### src/rtl/sipo_frame_ctrl.sv
// sipo_frame_ctrl: serial-in parallel-out frame controller.
// Detects frame start, shifts W bits MSB-first, and hands each completed word
// to a valid/ready consumer through a single-entry holding register.
// Optional feature: define SIPO_FRAME_PARITY_CHECK_EN to expect one trailing
// even-parity bit per frame and report parity_err alongside pdata.

module sipo_frame_ctrl #(
    parameter int unsigned W = 8
) (
    input  logic         clk,
    input  logic         rst,
    input  logic         sin,
    input  logic         sin_valid,
    input  logic         frame_start,
    input  logic         out_ready,
    input  logic         ovr_clr,
    output logic [W-1:0] pdata,
    output logic         pdata_valid,
    output logic         busy,
    output logic         overrun,
    output logic         parity_err
);

    localparam int unsigned   CW       = $clog2(W + 1);
    localparam logic [CW-1:0] LAST_CNT = CW'(W - 1);

`ifdef SIPO_FRAME_PARITY_CHECK_EN
    typedef enum logic [1:0] {
        IDLE   = 2'd0,
        SHIFT  = 2'd1,
        PARITY = 2'd2
    } state_t;
`else
    typedef enum logic [1:0] {
        IDLE  = 2'd0,
        SHIFT = 2'd1
    } state_t;
`endif

    state_t        state;
    logic [W-1:0]  shift_q;
    logic [CW-1:0] cnt;

    logic [W-1:0]  shift_nxt;
    logic [W-1:0]  word;
    logic          last_bit;
    logic          complete;
    logic          hold_free;
`ifdef SIPO_FRAME_PARITY_CHECK_EN
    logic          word_perr;
`endif

    // Next shift value, last-data-bit detect and frame completion strobe
    always_comb begin
        shift_nxt = {shift_q[W-2:0], sin};
        last_bit  = (state == SHIFT) && (cnt == LAST_CNT);
`ifdef SIPO_FRAME_PARITY_CHECK_EN
        // Word is already fully shifted; the current bit is the parity bit.
        // A frame_start on the parity bit is a resync, not a completion.
        complete  = sin_valid && (state == PARITY) && !frame_start;
        word      = shift_q;
        word_perr = ^{shift_q, sin};
`else
        complete  = sin_valid && last_bit;
        word      = shift_nxt;
`endif
        hold_free = !pdata_valid || out_ready;
    end

    // Frame FSM: start detect, bit counting, resync and completion
    always_ff @(posedge clk) begin
        if (rst) begin
            state   <= IDLE;
            shift_q <= '0;
            cnt     <= '0;
        end else if (sin_valid) begin
            case (state)
                IDLE: begin
                    if (frame_start) begin
                        shift_q <= shift_nxt;
                        cnt     <= CW'(1);
                        state   <= SHIFT;
                    end
                end
                SHIFT: begin
                    shift_q <= shift_nxt;
                    if (last_bit) begin
                        // Final data bit wins over a coincident frame_start
                        cnt <= '0;
`ifdef SIPO_FRAME_PARITY_CHECK_EN
                        state <= PARITY;
`else
                        state <= IDLE;
`endif
                    end else if (frame_start) begin
                        // Resync: drop partial frame, this bit is bit 0
                        cnt <= CW'(1);
                    end else begin
                        cnt <= cnt + CW'(1);
                    end
                end
`ifdef SIPO_FRAME_PARITY_CHECK_EN
                PARITY: begin
                    if (frame_start) begin
                        shift_q <= shift_nxt;
                        cnt     <= CW'(1);
                        state   <= SHIFT;
                    end else begin
                        state <= IDLE;
                    end
                end
`endif
                default: begin
                    state <= IDLE;
                    cnt   <= '0;
                end
            endcase
        end
    end

    // Single-entry holding register with valid/ready handshake
    always_ff @(posedge clk) begin
        if (rst) begin
            pdata       <= '0;
            pdata_valid <= 1'b0;
        end else if (complete && hold_free) begin
            pdata       <= word;
            pdata_valid <= 1'b1;
        end else if (pdata_valid && out_ready) begin
            pdata_valid <= 1'b0;
        end
    end

    // Sticky overrun: set on a completion that finds the holder stalled
    always_ff @(posedge clk) begin
        if (rst) begin
            overrun <= 1'b0;
        end else if (complete && !hold_free) begin
            overrun <= 1'b1;
        end else if (ovr_clr) begin
            overrun <= 1'b0;
        end
    end

`ifdef SIPO_FRAME_PARITY_CHECK_EN
    // Parity error travels with the word it describes
    always_ff @(posedge clk) begin
        if (rst) begin
            parity_err <= 1'b0;
        end else if (complete && hold_free) begin
            parity_err <= word_perr;
        end
    end
`else
    assign parity_err = 1'b0;
`endif

    assign busy = (state != IDLE);

endmodule

### config.mk
export PLATFORM = sky130hd
export DESIGN_NAME = sipo_frame_ctrl
export DESIGN_NICKNAME = d
export VERILOG_FILES = /design/src/rtl/sipo_frame_ctrl.sv
export SDC_FILE = /design/constraint.sdc
export NUM_CORES = 1
export LEC_CHECK = 0
export CORE_AREA = 2 2 41 81
export DETAILED_ROUTE_END_ITERATION = 8
export DIE_AREA = 0 0 43 83
export PLACE_DENSITY = 0.54
export SLEW_MARGIN = 20
export SYNTH_ARGS = -nofsm -noshare
export SYNTH_HDL_FRONTEND = slang
export SYNTH_SLANG_ARGS = --single-unit
### constraint.sdc
create_clock -name clk -period 3.6 [get_ports clk]
set_clock_uncertainty 0.15 [all_clocks]
set_input_delay 0.36 -clock clk [delete_from_list [all_inputs] [get_ports clk]]
set_output_delay 0.36 -clock clk [all_outputs]
set_load 0.01 [all_outputs]
Word-level counts from Yosys, hierarchy flattened --
Cells that the tools add are included.
Cells by class: add/sub/neg operators 1, equal/unequal tests 4, muxes and demuxes 13, reductions and logical operators 16
Operators by type and width (number):
- 7-bit case mux with 2 select lines | 1
- 4-bit two-way mux | 3
- 4-bit case mux with 2 select lines | 1
- 2-bit nonzero test | 4
- 7-bit two-way mux | 1
- 3-bit AND reduction | 2
- 1-bit logical AND | 5
- 4-bit by 1-bit adder with 4-bit output (second input constant) | 1
- 4-bit by 3-bit == test with 1-bit output (second input constant) | 1
- 1-bit two-way mux | 4
- 2-bit two-way mux | 2
- 2-bit inequality test (second input constant) | 2
- 2-bit case mux with 2 select lines | 1
- 2-bit by 1-bit == test with 1-bit output (second input constant) | 1
- 1-bit logical NOT | 2
- 2-bit logical NOT | 1
- 2-bit AND reduction | 1
- 1-bit logical OR | 1
Word-level totals: register bits after elaboration 23, input bits 7

Depth between registers and ports, before layout --
Gate-level depths: netlist of run 1.
word-level depth 5, depth in mapped cells 4

Worst setup path after synthesis of run 1 --
Ideal clock, no wire load.
path type reg2reg, start register cnt[0], end register pdata[0], arrival time 1.334 ns, required time 3.378 ns, setup slack 2.044 ns, stages on the path, launching flop included 5, clock period less this slack 1.556 ns, cells stage by stage dfxtp_1 -> ha_1 -> nand4b_4 -> nor3_4 -> mux2i_1
Between the ends: word-level cells in the longest chain between the ends 4
RTL lines:
- start, declared | RTL line 42 | logic [CW-1:0] cnt;
- start signal, assigned | RTL line 99 | cnt <= cnt + CW'(1);
- 4-bit by 3-bit == test with 1-bit output | RTL line 56 | last_bit = (state == SHIFT) && (cnt == LAST_CNT);
- 1-bit logical AND | RTL line 56
- 1-bit logical AND | RTL line 64 | complete = sin_valid && last_bit;
- 1-bit logical AND | RTL line 126 | end else if (complete && hold_free) begin
- end signal, assigned | RTL line 127 | pdata <= word;
- end, declared | RTL line 17 | output logic [W-1:0] pdata,
Every way passes these cells. A chain may end at the register's enable or synchronous reset.

Worst setup path after layout of run 1 --
start register state[0], end output busy
Between the ends: word-level cells in the longest chain between the ends 1
RTL lines:
- start, declared | RTL line 40 | state_t state;
- start signal, assigned | RTL line 73 | state <= IDLE;
- start signal, assigned | RTL line 82 | state <= SHIFT;
- start signal, assigned | RTL line 93 | state <= IDLE;
- 2-bit nonzero test | RTL line 158 | assign busy = (state != IDLE);
- end, declared | RTL line 19 | output logic busy,
Every way passes these cells.

==> metrics.md, run 1 <==
| Metric | Value |
|---|---|
| Area Growth Syn to Fin | `21.6%` |
| Share of layout cells above drive strength 1 | `between 10% and 20%` |
| Drt via density | `5.15` |
| CTS tree | `done` |
| Antenna violations before repair | `0` |
| Worst-path clk slew | `0.07 ns` |
| ANT cells | `0` |
| Grt ovf | `0` |
| Flop pwr share | `58.5%` |
| Placer Congestion | `0.765` |
| Minimum clock period | `1.94 ns` |
| Max stage delay cell, worst path | `clkdlybuf4s50_1` |
| Tcrit/Tclk final | `53.9%` |
| Tot Pwr | `0.000427 W` |
| PD cells | `350 nW/um^2` |
| Dominant synthesized flop cell | `dfxtp_1` |
| Ys async rst share | `0%` |
| CP max FO | `10` |
| Crit. End Element | `primary output` |
| First-pass GRT wire length | `3150 um` |
| Peak supply drop | `0.213 mV` |
| WL/cell | `between 10 and 15 um` |
| Top cell type's share of synthesized area | `between 40% and 50%` |
| Synth top area cells | `dfxtp_1, mux2i_1, nand2_1` |
| Critical path data arrival time | `1.43 ns` |
| Pre-CTS setup slack | `1.45 ns` |
| Post-CTS Setup Bufs | `0` |
| FF+latch area | `440 um^2` |
| Cts hold-fix bufs | `0` |
| Static Leakage | `0.424 nW` |
| Core area | `roughly 2900 um^2` |
| Area leader, netlist | `dfxtp_1` |
| Die footprint | `3570 um^2` |
| Largest net degree at the start of global routing | `31` |
| Post-Route Utilization | `41.4%` |
| Post-synth EDFFs | `0` |
| Via count | `778` |
| Most frequent cell after synthesis | `dfxtp_1` |
| Setup ws final | `1.66 ns` |
| Hold Path Class | `reg -> reg` |
| Sink Count | `22` |
| Area of the mapped netlist | `1000 um^2` |
| Antenna viol nets, final | `0` |
| Crit path launch type | `register` |
| Crit path buf inv count | `1` |
| Non-Filler Instances | `151` |
| Syn Inst Count | `roughly 110` |
| Critical path, cell by cell | `clkdlybuf4s50_1` |
| CP max stage delay | `0.62 ns` |
| Max-cap viol count | `0` |
| Post-synth cell types | `32` |
| Cell internal pwr | `0.000333 W` |
| NumNets Final | `roughly 130` |
| Sequential area share after synthesis | `43.9%` |
| Pre-Repair DR Iteration Count | `4` |
| Placed instance count | `148` |
| Outcome | `finished, final reports clean` |
| Worst Path Required | `3.09 ns` |
| Crit Path Category | `reg -> out` |
| Vias in the first global route | `729` |
| Clock root cell | `clkbuf_8` |
| Net Sw Power | `0.0000933 W` |
| Worst-Skew Late Latency | `0.26 ns` |
| Clock share of power | `34.7%` |
| Worst slew pin tran | `around 0.85 ns` |
| Setup TNS | `0 ns` |
| Area of the multi-input gates | `522 um^2` |
| All-Layer GR Usage | `11.5%` |
| Post-cts resize count | `0` |
| Comb pwr share | `6.7%` |
| Initial Util | `34.1%` |
| Peak Freq | `a little over 500 MHz` |
| CTS Buffer Depth | `2` |
| Mean Syn Cell Area | `9.37 um^2` |
| Unrepaired setup endpoints after global routing | `false` |
| Sw Share | `21.9%` |
| Filler instances | `~310` |
| Synthesis Warnings | `0` |
| CTS HTree Levels | `1` |
| Num ports | `19` |
| Residual DRC | `0` |
| Fin. max-slew vios | `0` |
| Rel. slew slack | `a little over two fifths` |
| # port buffers | `17` |
| FF+latch count, synth | `22` |
| Chip Width | `43 um` |
| HPWL Detailed | `1370 um` |
| TritonCTS Buffers | `3` |
| Final Hold Fails | `0` |
| Setup-failing EPs final | `0` |
| Placement row count | `28` |
| Die Ht | `83 um` |
| Syn_nets | `115` |
| Top Family by Delay on Critical Path | `buffers and inverters` |
| Routed WL | `roughly 1900 um` |
| DR iter-0 viols | `18` |
| Synth cell count leaders | `dfxtp_1, nand2_1, a21oi_1` |
-- registers in the layout, summed over array words and instances, names as in the netlist --
name and flops:
overrun 1, pdata_valid 1, cnt 4, pdata 8
shift_q 7, state 1
-- power groups by stage --
stage / registers [W] / clock network [W] / logic [W]
2_1_floorplan: 0.000253 / 0 / 0.0000202
3_5_place_dp: 0.000255 / 0 / 0.0000293
6_report: 0.000250 / 0.000148 / 0.0000288
4_1_cts: 0.000250 / 0.000156 / 0.0000293
5_1_grt: 0.000250 / 0.000165 / 0.0000315
3_3_place_gp: 0.000255 / 0 / 0.0000283
-- area by class of cell --
cell class	count	area share, %
Multi-Input combinational cell	77	42.8
Sequential cell	22	36.1
Timing Repair Buffer	17	14.0
Clock buffer	3	3.39
Tap cell	30	3.08
Inverter	2	0.616
-- routing by layer --
layer | part of all wire (%) | GRT usage [%] | wire length (um) | vias up
met2 | 52 | 18.9 | 970 | 14
met3 | 3.1 | 1.96 | 58 | 5
met1 | 42 | 12.7 | 776 | 367
met4 | 3.3 | 8.26 | 61 | 0
met5 | 0 | 0 | 0 | -
li1 | - | - | - | 392
-- cell families (layout without fill, tap and decap cells) --
logic type / count (synthesis) / after routing / synth area share (%)
and+or+nand+nor: 47 / 47 / 30.5
DFF: 22 / 22 / 43.9
AOI/OAI and AO/OA: 20 / 20 / 12.0
muxes: 8 / 8 / 7.99
buffers and inverters: 8 / 22 / 3.99
adders and majority gates: 1 / 1 / 1.25
other: 1 / 1 / 0.374
-- stage by stage --
| stage | area, um^2 | hold slack (ns) |
|---|---|---|
| after global routing | 1220 | 0.344 |
| after floorplan | 1000 | 0.287 |
| after detailed placement | 1180 | 0.307 |
| after global placement | 1180 | 0.293 |
| after CTS | 1220 | 0.318 |
| final | 1220 | 0.316 |
-- final timing paths --
kind / startpoint / end / slack (ns) / depth (start not counted)
setup / recovery: state[0] / busy / 1.66 / 1
hold / removal: shift_q[6] / shift_q[6] / 0.32 / 2
setup reg to reg: cnt[0] / pdata[4] / 1.84 / 4
hold reg to reg: shift_q[6] / shift_q[6] / 0.32 / 2
-- layout by cell type, fill, tap and decap left out, types with 2 or more instances in the layout --
cell type / n
a21oi_1: 12
a32oi_1: 2
clkbuf_8: 3
clkdlybuf4s50_1: 17
dfxtp_1: 22
mux2i_1: 8
nand2_1: 17
nand2b_1: 6
nand3_1: 2
nor2_1: 3
or2b_1: 3
or2b_2: 7
No activity file was read; power rests on OpenSTA's default activity.
==> inputs of run 2 (changes only) <==
==> constraint.sdc (replaced) <==
create_clock -name clk -period 1.99 [get_ports clk]
set_clock_uncertainty 0.15 [all_clocks]
set_input_delay 0.199 -clock clk [delete_from_list [all_inputs] [get_ports clk]]
set_output_delay 0.199 -clock clk [all_outputs]
set_load 0.01 [all_outputs]
==> metrics.md, run 2 (synthesis results as in run 1) <==
| Metric | Value |
|---|---|
| Tcrit/Tclk final | `90.7%` |
| CTS Buffer Depth | `2 (unchanged)` |
| Met3 wire len | `62 um (+6.9%)` |
| Flop pwr share | `49.1% (-9.4 points)` |
| Fin. max-slew vios | `0 (unchanged)` |
| Clock share of power | `44.8% (+10 points)` |
| Routed WL | `1880 um (+0.80%)` |
| CTS tree | `done` |
| Crit. End Element | `primary output` |
| Share of layout cells above drive strength 1 | `15.1% (+3.5 points)` |
| Commonest non-fill, non-tap cell in the layout | `dfxtp_1` |
| Die Ht | `83 um (unchanged)` |
| Net Sw Power | `0.000180 W (+92%)` |
| Beginning of the worst hold path | `shift_q[6]` |
| Non-Filler Instances | `156 (+3.3%)` |
| Clock root cell | `clkbuf_8` |
| All-Layer GR Usage | `11.8% (+0.31 points)` |
| Post-CTS Setup Bufs | `0 (unchanged)` |
| Sink Count | `22 (unchanged)` |
| Cell internal pwr | `0.000740 W (+120%)` |
| Die footprint | `3570 um^2 (unchanged)` |
| Setup-failing EPs final | `0 (unchanged)` |
| Final Cell Area | `1280 um^2 (+4.9%)` |
| ANT cells | `0 (unchanged)` |
| Comb pwr share | `6.1% (-0.6 points)` |
| Peak supply drop | `0.424 mV (+99%)` |
| Crit path buf inv count | `1 (unchanged)` |
| Most frequent cells in the layout | `dfxtp_1, nand2_1, clkdlybuf4s50_1` |
| Final hold slack | `0.311 ns (-0.00526 ns)` |
| Area Growth Syn to Fin | `27.6%` |
| WL/cell | `12.1 um (-2.4%)` |
| Critical path data arrival time | `1.46 ns (+0.03 ns)` |
| Max FFs per register | `8 (unchanged)` |
| CP max FO | `10 (unchanged)` |
| Max Used Layer | `met4` |
| Post-cts resize count | `0 (unchanged)` |
| Pre-Repair DR Iteration Count | `4 (unchanged)` |
| Initial Util | `34.1% (unchanged)` |
| Biggest register | `pdata` |
| Biggest regs | `pdata: 8 flops, shift_q: 7 flops, cnt: 4 flops` |
| Vias in the first global route | `751 (+3.0%)` |
| Final Hold Fails | `0 (unchanged)` |
| PD cells | `719 nW/um^2 (+110%)` |
| Setup TNS | `0 ns (unchanged)` |
| Placement row count | `28 (unchanged)` |
| Top Family by Delay on Critical Path | `buffers and inverters` |
| Outcome | `finished, final reports clean` |
| Placer Congestion | `0.716 (-6.4%)` |
| Core area | `2940 um^2 (unchanged)` |
| Antenna violations before repair | `0 (unchanged)` |
| Filler instances | `310 (-0.32%)` |
| Worst-Skew Late Latency | `0.26 ns (about the same)` |
| CP max stage delay | `0.62 ns (about the same)` |
| Unrepaired setup endpoints after global routing | `false` |
| Crit path launch type | `register` |
| Hold Path Class | `reg -> reg` |
| Max stage delay cell, worst path | `clkdlybuf4s50_1` |
| Routed wl met2 | `966 um (-0.41%)` |
| Num ports | `19 (unchanged)` |
| Tot Pwr | `0.000920 W (+120%)` |
| Largest net degree at the start of global routing | `18 (-42%)` |
| HPWL Detailed | `1430 um (+4.5%)` |
| TritonCTS Buffers | `3 (unchanged)` |
| Static Leakage | `0.458 nW (+8.0%)` |
| Cell Area, Placed | `1210 um^2 (+2.6%)` |
| CTS HTree Levels | `1 (unchanged)` |
| Peak Freq | `~550 MHz` |
| DR iter-0 viols | `21 (+3)` |
| # port buffers | `17 (unchanged)` |
| Sw Share | `19.5% (-2.3 points)` |
| Worst Path Required | `1.64 ns (-1.45 ns)` |
| Chip Width | `43 um (unchanged)` |
| Worst-path clk slew | `0.08 ns (about the same)` |
| Grt ovf | `0 (unchanged)` |
| Via count | `807 (+3.7%)` |
| R2R depth | `5 (+1)` |
| Cts hold-fix bufs | `0 (unchanged)` |
| First-pass GRT wire length | `3300 um (+4.6%)` |
| Worst Hold End | `shift_q[6]` |
| NumNets Final | `135 (+3.1%)` |
| R2R Setup Slk | `0.34 ns (-1.50 ns)` |
| Crit Path Category | `reg -> out` |
| Reg2reg start | `cnt[0]` |
| Antenna viol nets, final | `0 (unchanged)` |
| Hold Path Cell Cnt | `2 (unchanged)` |
| Critical path, cell by cell | `clkdlybuf4s50_1` |
| Residual DRC | `0 (unchanged)` |
| RR Endpoint | `pdata[3]` |
| Max-cap viol count | `0 (unchanged)` |
| Minimum clock period | `between 1.5 and 2 ns` |
| Drt via density | `5.17 (+0.40%)` |
| Routed met1 length | `808 um (+4.1%)` |
| Placed instance count | `152 (+2.7%)` |
run 2: cell count changes in the layout (fill, tap and decap cells not counted):
| cell | change |
|---|---|
| buf_4 | +4 |
| bufinv_16 | +1 |
run 2: through the flow:
step / util, % / worst slack (ns)
after detailed placement: 41.0 / 0.304
after global placement: 41.0 / 0.328
after floorplan: - / 0.434
final: 43.5 / 0.185
after CTS: 43.5 / 0.183
after global routing: 43.5 / 0.109
run 2: area by class of cell:
type,instances,area [um^2],area share (%)
clock buffers,3,41.3,3.23
clock inverters,1,30.0,2.35
well taps,30,37.5,2.94
flip-flops and latches,22,440,34.4
multi-input cells,77,522,40.8
repair buffers,21,200,15.7
inverters,2,7.51,0.587
run 2: worst max path at each step:
stage / from / end / cells after the start
5_1_grt: state[0] / busy / 1
2_1_floorplan: cnt[0] / pdata[0] / 4
3_5_place_dp: frame_start / cnt[2] / 3
3_3_place_gp: frame_start / cnt[2] / 3
6_report: state[0] / busy / 1
4_1_cts: state[0] / busy / 1
run 2: worst min-delay path: cells and delay by family (launching register included):
family             cells  cell delay (ns)
and+or+nand+nor        1             0.05
DFF                    1             0.32
AOI/OAI and AO/OA      1             0.05
run 2: power by group through the flow:
stage	sequential, W	clock, W	combinational [W]
2_1_floorplan	0.000458	0	0.0000365
3_5_place_dp	0.000463	0	0.0000561
3_3_place_gp	0.000462	0	0.0000555
4_1_cts	0.000452	0.000422	0.0000565
6_report	0.000452	0.000412	0.0000560
5_1_grt	0.000453	0.000437	0.0000620
run 2: layer usage:
| metal | vias up | GRT usage [%] |
|---|---|---|
| met2 | 12 | 18.6 |
| met4 | 0 | 7.44 |
| li1 | 399 | - |
| met3 | 4 | 1.96 |
| met1 | 392 | 14.3 |
| met5 | - | 0 |
